===== src/rtl/div_const_pkg.sv =====
// div_const_pkg: width helpers and legality check shared by the constant-divider pipeline.
package div_const_pkg;

    function automatic int clog2(input int unsigned v);
        int n = 0;
        longint unsigned p = 64'd1;
        while (p < 64'(v)) begin
            p = p << 1;
            n++;
        end
        return n;
    endfunction

    function automatic int flog2(input int unsigned v);
        int n = 0;
        int unsigned t = v;
        while (t > 32'd1) begin
            t = t >> 1;
            n++;
        end
        return n;
    endfunction

    function automatic int num_stages(input int width, input int chunk);
        return width / chunk;
    endfunction

    // The quotient of a WIDTH-bit dividend never needs more than WIDTH - floor(log2(DIVISOR)) bits.
    function automatic int quot_width(input int width, input int unsigned divisor);
        return width - flog2(divisor);
    endfunction

    function automatic int rem_width(input int unsigned divisor);
        return clog2(divisor);
    endfunction

    function automatic bit params_legal(input int width, input int unsigned divisor, input int chunk);
        return (chunk >= 1) && (chunk <= 8) && (width % chunk == 0) && (divisor >= 32'd2);
    endfunction

endpackage


===== src/rtl/div_const_step.sv =====
// div_const_step: one CHUNK-bit digit of the division recurrence, (r, c) -> (r', digit), purely combinational.
module div_const_step #(
    parameter int unsigned DIVISOR = 3,
    parameter int          CHUNK   = 4,
    parameter int          RW      = 2
) (
    input  logic [RW-1:0]    r_in,
    input  logic [CHUNK-1:0] c_in,
    output logic [RW-1:0]    r_out,
    output logic [CHUNK-1:0] digit
);
    localparam int            TW    = RW + CHUNK;
    localparam logic [TW-1:0] DIV_T = TW'(DIVISOR);

    logic [TW-1:0] t;
    logic [TW-1:0] rem;
    logic [TW-1:0] quo;
    logic          unused_hi;

    // r_in < DIVISOR keeps the digit below 2^CHUNK, so the dropped upper bits are always zero.
    assign t         = {r_in, c_in};
    assign quo       = t / DIV_T;
    assign rem       = t % DIV_T;
    assign r_out     = rem[RW-1:0];
    assign digit     = quo[CHUNK-1:0];
    assign unused_hi = ^{rem[TW-1:RW], quo[TW-1:CHUNK]};

endmodule


===== src/rtl/div_const_pipe.sv =====
// div_const_pipe: fully pipelined unsigned divide by a constant, CHUNK dividend bits per stage, valid/ready.
// Define DIVC_REM_OUT_EN to expose the registered remainder on out_r.
module div_const_pipe
    import div_const_pkg::*;
#(
    parameter int          WIDTH   = 32,
    parameter int unsigned DIVISOR = 3,
    parameter int          CHUNK   = 4,
    localparam int         S       = num_stages(WIDTH, CHUNK),
    localparam int         QW      = quot_width(WIDTH, DIVISOR),
    localparam int         RW      = rem_width(DIVISOR)
) (
    input  logic             clk,
    input  logic             rst_n,
    input  logic             in_valid,
    output logic             in_ready,
    input  logic [WIDTH-1:0] in_x,
    output logic             out_valid,
    input  logic             out_ready,
`ifdef DIVC_REM_OUT_EN
    output logic [RW-1:0]    out_r,
`endif
    output logic [QW-1:0]    out_q
);

    typedef struct packed {
        logic             valid;
        logic [WIDTH-1:0] x;
        logic [WIDTH-1:0] q;
        logic [RW-1:0]    r;
    } stage_t;

    if (!params_legal(WIDTH, DIVISOR, CHUNK)) begin : g_illegal
        $error("div_const_pipe: WIDTH must be a multiple of CHUNK (1..8) and DIVISOR >= 2");
    end

    stage_t           pipe_q [S];
    stage_t           pipe_d [S];
    logic             out_valid_q, out_valid_d;
    logic [QW-1:0]    out_q_q, out_q_d;
    logic [S:0]       adv;
    logic [RW-1:0]    r_nx [1:S];
    logic [CHUNK-1:0] dig  [1:S];
    logic [WIDTH-1:0] q_full;
    logic             unused_bits;
`ifdef DIVC_REM_OUT_EN
    logic [RW-1:0]    out_r_q, out_r_d;
`endif

    for (genvar k = 1; k <= S; k++) begin : g_step
        div_const_step #(
            .DIVISOR (DIVISOR),
            .CHUNK   (CHUNK),
            .RW      (RW)
        ) u_step (
            .r_in  (pipe_q[k-1].r),
            .c_in  (pipe_q[k-1].x[WIDTH-1 -: CHUNK]),
            .r_out (r_nx[k]),
            .digit (dig[k])
        );
    end

    // A stage may load when it is empty or its contents move on, so bubbles collapse under a stalled output.
    always_comb begin
        adv[S] = !out_valid_q || out_ready;
        for (int i = S - 1; i >= 0; i--) begin
            adv[i] = !pipe_q[i].valid || adv[i+1];
        end
    end

    always_comb begin
        pipe_d      = pipe_q;
        out_valid_d = out_valid_q;
        out_q_d     = out_q_q;
`ifdef DIVC_REM_OUT_EN
        out_r_d     = out_r_q;
`endif
        q_full      = (pipe_q[S-1].q << CHUNK) | WIDTH'(dig[S]);
        if (adv[0]) begin
            pipe_d[0].valid = in_valid;
            pipe_d[0].x     = in_x;
            pipe_d[0].q     = '0;
            pipe_d[0].r     = '0;
        end
        for (int k = 1; k < S; k++) begin
            if (adv[k]) begin
                pipe_d[k].valid = pipe_q[k-1].valid;
                pipe_d[k].x     = pipe_q[k-1].x << CHUNK;
                pipe_d[k].q     = (pipe_q[k-1].q << CHUNK) | WIDTH'(dig[k]);
                pipe_d[k].r     = r_nx[k];
            end
        end
        if (adv[S]) begin
            out_valid_d = pipe_q[S-1].valid;
            out_q_d     = q_full[QW-1:0];
`ifdef DIVC_REM_OUT_EN
            out_r_d     = r_nx[S];
`endif
        end
    end

    always_ff @(posedge clk or negedge rst_n) begin
        if (!rst_n) begin
            pipe_q      <= '{default: '0};
            out_valid_q <= 1'b0;
            out_q_q     <= '0;
`ifdef DIVC_REM_OUT_EN
            out_r_q     <= '0;
`endif
        end else begin
            pipe_q      <= pipe_d;
            out_valid_q <= out_valid_d;
            out_q_q     <= out_q_d;
`ifdef DIVC_REM_OUT_EN
            out_r_q     <= out_r_d;
`endif
        end
    end

    assign in_ready  = adv[0];
    assign out_valid = out_valid_q;
    assign out_q     = out_q_q;
`ifdef DIVC_REM_OUT_EN
    assign out_r       = out_r_q;
    assign unused_bits = ^q_full[WIDTH-1:QW];
`else
    assign unused_bits = ^{q_full[WIDTH-1:QW], r_nx[S]};
`endif

endmodule

===== config.mk =====
export PLATFORM = sky130hd
export DESIGN_NAME = div_const_pipe
export DESIGN_NICKNAME = d
export VERILOG_FILES = /design/src/rtl/div_const_pkg.sv /design/src/rtl/div_const_step.sv /design/src/rtl/div_const_pipe.sv
export SDC_FILE = /design/constraint.sdc
export NUM_CORES = 1
export LEC_CHECK = 0
export ABC_AREA = 1
export BUFFER_PORTS_ARGS = -buffer_cell sky130_fd_sc_hd__buf_2
export CAP_MARGIN = 20
export CORE_ASPECT_RATIO = 2
export CORE_UTILIZATION = 54
export DETAILED_ROUTE_END_ITERATION = 10
export PLACE_DENSITY = 0.72
export SYNTH_ARGS = -nofsm -noshare
export SYNTH_HDL_FRONTEND = slang
export SYNTH_SLANG_ARGS = --single-unit

===== constraint.sdc =====
create_clock -name clk -period 5.5 [get_ports clk]
set_input_delay 0.825 -clock clk [delete_from_list [all_inputs] [get_ports clk]]
set_output_delay 0.825 -clock clk [all_outputs]
set_load 0.005 [all_outputs]

==> results of run 1 <==
==> worst register-to-register path, stage by stage, from the launching register on <==
cell	delay, ns
dfrtp_1	0.37
inv_1	0.09
nor2_4	0.03
buf_4	0.24
nand2_2	0.14
nor2_4	0.05
nand2_4	0.08
nor2_8	0.09
nand2_4	0.12
buf_4	0.35
clkinv_1	0.69
o21ai_0	0.38
inv_1	0.07
nand2_1	0.07
o21ai_0	0.08
==> how the worst max path moves through the flow <==
stage                          end  slack [ns]
after detailed placement  in_ready        1.53
after global placement    in_ready        1.58
final                     in_ready        1.57
after floorplan           in_ready        2.60
after CTS                 in_ready        1.51
after global routing      in_ready        1.32
==> power breakdown <==
part | internal [mW] | switching (mW)
clock | 0.982 | 0.815
combinational | 0.845 | 1.42
sequential | 2.99 | 0.414
total | 4.81 | 2.65
==> per-stage QoR <==
step | power (mW) | cells | setup slack, ns | cell area, sq um | hold WS, ns
floorplan | 5.09 | 1459 | 2.60 | 12900 | 0.442
detailed placement | 5.71 | 1765 | 1.53 | 13400 | 0.453
CTS | 7.55 | 1811 | 1.51 | 14300 | 0.395
global route | 8.11 | 1812 | 1.32 | 14300 | 0.436
global placement | 5.56 | 1765 | 1.58 | 13400 | 0.451
finish | 7.47 | 1812 | 1.57 | 14300 | 0.288
==> registers in the layout, indices dropped and copies added (netlist names) <==
| signal | cells |
|---|---|
| out_q | 31 |
| pipe_q | 271 |
| out_valid | 1 |
==> per-layer routing <==
layer	vias to the layer above	GRT usage [%]
met5	-	0
met4	0	6.17
met3	26	1.84
met2	109	38.2
met1	4275	20.1
li1	4677	-
==> cells by family after synthesis <==
logic type	after synthesis	synth area share [%]
AO/OA/AOI/OAI	211	8.42
adder cells (fa/ha/maj)	18	1.75
buffers and inverters	224	6.76
flip-flops	303	58.8
multiplexers	30	3.32
AND/OR/NAND/NOR	673	21.0
==> synthesized netlist by cell type <==
library cell / count
buf_2: 7
inv_2: 2
nand3_1: 66
ha_1: 18
buf_6: 3
o21a_1: 1
inv_1: 165
o21ai_0: 154
nor3_1: 1
mux2_4: 24
o211ai_1: 1
o21ai_1: 20
nor2_8: 2
buf_1: 4
a21oi_1: 17
nand2_1: 556
nand2_2: 1
nand3b_1: 1
a31o_2: 1
dfrtp_1: 303
nor2_1: 36
clkinv_1: 3
clkbuf_1: 40
mux2_2: 6
or2_2: 4
a31oi_1: 17
nor2_4: 3
nand2_4: 3
==> layout make-up <==
type	count	area, sq um
Timing Repair Buffer	78	450
Clock buffer	32	714
Fill cell	1977	9020
Sequential cell	303	7580
Inverter	170	638
Tap cell	283	354
Clock inverter	14	125
Multi-Input combinational cell	932	4440
==> results.md, run 1 <==
* Routed wl met2 at 12.1 mm
* Avg Cell Area, Syn at about 9 sq um
* RSZ-0062 raised after global routing: false
* GPL Wtd Cong at 0.780
* Hold/Removal Path Class: in -> async
* Setup TNS at 0 ns
* Num CTS Buffers at 26
* Reg clk slew, reported paths at 0.06 ns
* Initial DRC count at slightly above 400
* RR Endpoint: pipe_q[268]
* Dpl hpwl at 15.0 mm
* Slew HR at 34.1%
* Diodes inserted at 0
* Critical path, cell by cell: buf_2 -> nor2_4 -> buf_4 -> nand2_2 -> nor2_4 -> nand2_4 -> nor2_8 -> nand2_4 -> nor2_8 -> inv_2 -> nor2_4 -> nand2_4 -> buf_2
* DR WL/cell at between 10 and 15 um
* CP Capture Type: primary output
* IO Count at 69
* Vias per std cell at 5.01
* Synth area leader: dfrtp_1
* Initial antenna violation count at 0
* Synth unique cells at 28
* Max_cap viols at 0
* CP startpoint: out_ready
* M1 wire length at 8.62 mm
* H-tree depth at 1
* Crit path depth at 13
* Crit start category: input port
* VDD IR max at 0.280 mV
* Global-route wire length before repair at about 39 mm
* Final period util at 71.4%
* Yosys warning count at 0
* Max Slew Vio Count at 0
* Ratio of cells with drive above 1 in the final layout at 10.9%
* Via count at between 9000 and 10000
* DR WL met3 at 596 um
* Most common cell after layout, fill and taps aside: nand2_1
* P_leak at 7.58 nW
* Core Region at 0.0233 sq mm
* Share of the synthesized area in the top cell type at approximately three fifths
* Worst-skew pair later-pin latency at 0.54 ns
* # nets final at around 1600
* CTS Sinks at between 300 and 400
* Area Growth Syn to Fin at 10.9%
* Die width at 111 um
* Commonest non-fill, non-tap cells in the layout: 556 x nand2_1, 303 x dfrtp_1, 165 x inv_1
* Resized cells post-CTS at 0
* Setup Skew at between 0.015 and 0.02 ns
* CTS tree: done
* CP max stage delay at 0.34 ns
* Worst r2r src: out_valid
* CP delay by family, top: simple AND/OR/NAND/NOR gates
* Violated checks: design-rule violations
* Critical-path top delay cell: buf_4
* Crit Path Class: in -> out
* Seq/Total Area, Yosys at between 50 and 60%
* Worst slew pin tran at 0.988 ns
* Die Span Y at ~220 um
* Final core occ at 61.3%
* Final hold vios at 0
* Setup repair bufs after CTS at 0
* Final Critical Period at 3.93 ns
* Req. time, crit path at 4.68 ns
* Remaining global-route overflow at 0
* Post-Syn Instances at 1459
* GRT Util Overall at 18.9%
* Setup violators final at 0
* R2R setup slack at 2.51 ns
* Max Root-Sink Buffers at 3
* Status: finished, violations left
* Power Density at 522 mW/mm^2
* PortBufs at 68
* Routed Antenna Nets at 0
* FMAX at 255 MHz
* First-pass DRT Iterations at 9
* Starting density of the core at 55.3%
* Root Buffer: clkbuf_16
* Top sig layer: met4
* Drc violations at 15
* Synth top area cells: dfrtp_1 59%, nand2_1 16%, o21ai_0 6.0%
* Largest net degree at the start of global routing at 125
* Count of hold-fix buffers inserted at cts at 0
* Depth of the worst register-to-register path at 14
* FF+latch count, synth at around 300
* Vias in the first global route at around 9000
* Wirelength, routed at 21.7 mm
* CP max FO at 39
* WP buf/inv at 4
* Mapped cell area at 0.0129 sq mm
* Rows at 79
* Die ar. at ~0.025 sq mm
* Critical Path AT at 3.10 ns
* Mapped Nets at 1513
Note: power is estimated with default switching activity, not from simulation.
==> run 2: changes to the inputs <==
Clock period 5.5 ns to 4.1 ns, I/O delays scaled along.
==> run 2 against run 1 <==
- the flow still finishes with violations (design-rule violations)
- register-to-register slack got worse by 1.1 ns
- first-iteration DRC count rose by 9.1%
- global-route usage fell by 0.85 points
- wire length fell by 2.2%
- power rose by 37%
- die area did not move
- clock skew fell by 0.0074 ns
- setup slack got worse by 1.1 ns
- highest routed layer unchanged
==> results.md, run 2 (synthesis gave the netlist of run 1 again) <==
* Depth of the worst register-to-register path at 12 (was 14)
* Remaining global-route overflow at 0 (unchanged)
* FILL cells at 2019 (was 1977)
* CP Capture Type: primary output (unchanged)
* Multi-input gate area at 0.00444 sq mm (unchanged)
* Routed Antenna Nets at 0 (unchanged)
* Worst-skew pair later-pin latency at 0.54 ns (about the same)
* RSZ-0062 raised after global routing: false (unchanged)
* Largest Register: pipe_q (unchanged)
* DR WL met3 at 587 um (was 596 um)
* VDD IR max at 0.420 mV (was 0.280 mV)
* Largest net degree at the start of global routing at 115 (was 125)
* Setup violators final at 0 (unchanged)
* Drc violations at 15 (unchanged)
* Global-route wire length before repair at 37.2 mm (was 38.7 mm)
* Root Buffer: clkbuf_16 (unchanged)
* Register area at 0.00758 sq mm (unchanged)
* Setup repair bufs after CTS at 0 (unchanged)
* Slew HR at 40.4% (was 34.1%)
* # nets final at 1565 (unchanged)
* Req. time, crit path at 3.48 ns (was 4.68 ns)
* Wirelength, routed at 21.2 mm (was 21.7 mm)
* P_leak at 7.63 nW (was 7.58 nW)
* Top sig layer: met4 (unchanged)
* Power Density at 708 mW/mm^2 (was 522 mW/mm^2)
* Max_cap viols at 0 (unchanged)
* Setup TNS at 0 ns (unchanged)
* Ratio of cells with drive above 1 in the final layout at 11.0% (was 10.9%)
* Vias per std cell at 4.96 (was 5.01)
* Most common cell after layout, fill and taps aside: nand2_1 (unchanged)
* Crit start category: flop (was input port)
* Diodes inserted at 0 (unchanged)
* Area post-placement at 0.0135 sq mm (was 0.0134 sq mm)
* Final period util at 88.0%
* IO Count at 69 (unchanged)
* Final instance area at 0.0144 sq mm (was 0.0143 sq mm)
* Reg clk slew, reported paths at 0.06 ns (about the same)
* CP max FO at 42 (was 39)
* Vias in the first global route at 8646 (was 9001)
* First-pass DRT Iterations at 9 (unchanged)
* Starting density of the core at 55.3% (unchanged)
* Die Span Y at 221 um (unchanged)
* FMAX at 277 MHz
* Worst r2r src: out_valid (unchanged)
* Critical Path AT at 2.99 ns (was 3.10 ns)
* CTS Sinks at 303 (unchanged)
* Area Growth Syn to Fin at 11.6% (was 10.9%)
* Commonest non-fill, non-tap cells in the layout: 556 x nand2_1, 303 x dfrtp_1, 165 x inv_1 (unchanged)
* Final Critical Period at 3.61 ns
* Max Slew Vio Count at 0 (unchanged)
* Worst slew pin tran at 0.893 ns (was 0.988 ns)
* Max FFs per register at 271 (unchanged)
* Core Region at 0.0233 sq mm (unchanged)
* Die width at 111 um (unchanged)
* Dpl hpwl at 14.6 mm (was 15.0 mm)
* Initial antenna violation count at 0 (unchanged)
* DR WL/cell at 11.7 um (was 11.9 um)
* Count of hold-fix buffers inserted at cts at 0 (unchanged)
* Via count at 9003 (was 9087)
* Hold/Removal Path Class: in -> async (unchanged)
* CP startpoint: out_valid (was out_ready)
* GPL Wtd Cong at 0.780 (about the same)
* H-tree depth at 1 (unchanged)
* CTS tree: done (unchanged)
* Num CTS Buffers at 26 (unchanged)
* Setup Skew at 0.00824 ns (was 0.0156 ns)
* Die ar. at 0.0245 sq mm (unchanged)
* Status: finished, violations left (unchanged)
* Violated checks: design-rule violations (unchanged)
* Max Root-Sink Buffers at 3 (unchanged)
* Initial DRC count at 444 (was 407)
* PortBufs at 68 (unchanged)
* Routed wl met2 at 11.3 mm (was 12.1 mm)
* Resized cells post-CTS at 0 (unchanged)
* Final hold vios at 0 (unchanged)
* Crit Path Class: reg -> out (was in -> out)
* M1 wire length at 8.78 mm (was 8.62 mm)
* GRT Util Overall at 18.0% (was 18.9%)
* Rows at 79 (unchanged)
[run 2: cell count changes in the layout (fill, tap and decap cells not counted)]
| cell | before | now |
|---|---|---|
| inv_6 | 3 | 1 |
| bufinv_16 | 1 | 4 |
| clkinvlp_4 | 3 | 2 |
| clkinv_4 | 3 | 0 |
| clkbuf_8 | 2 | 5 |
| clkinv_2 | 4 | 6 |
[run 2: layout make-up]
class                      instances  area share, %
inverter                         170           4.43
clock inverter                    13           1.21
timing repair buffer              78           3.13
multi-input combinational        932           30.9
sequential                       303           52.7
tap                              283           2.46
clock buffer                      35           5.25
[run 2: per-stage QoR]
step	setup WS (ns)	hold WS [ns]	std cells	utilization (%)	power (mW)
after detailed placement	0.622	0.451	1766	57.7	7.65
after CTS	0.415	0.164	1814	61.7	10.3
final	0.491	0.107	1814	61.7	10.2
after floorplan	1.62	0.319	1459	-	6.83
after global placement	0.664	0.450	1766	57.7	7.45
after global routing	0.242	0.208	1814	61.7	11.1
[run 2: metal layers]
layer	track usage, %	up-vias
li1	-	4681
met3	2.03	30
met5	0	-
met2	35.5	111
met4	6.62	0
met1	19.6	4181
[run 2: final timing paths]
path | slack (ns) | endpoint
worst min-delay path | 0.11 | out_q[19]
max in group asynchronous | 3.04 | pipe_q[508]
worst max-delay path | 0.49 | in_ready
worst max register to register | 1.37 | pipe_q[514]
min in group clk | 0.26 | pipe_q[535]
worst min register to register | 0.46 | pipe_q[252]
[run 2: critical path, stage by stage (launching register included)]
cell,delay [ns]
dfrtp_1,0.34
inv_1,0.06
nor2_4,0.09
nand2_2,0.08
nor2_4,0.11
nand2_4,0.08
nor2_8,0.32
nand2_4,0.35
nor2_8,0.18
inv_2,0.09
nor2_4,0.15
nand2_4,0.33
buf_2,0.26
[run 2: power by group]
group | switching, mW | internal (mW)
clock network | 1.07 | 1.55
registers | 0.550 | 4.01
logic | 1.90 | 1.12
total | 3.52 | 6.68
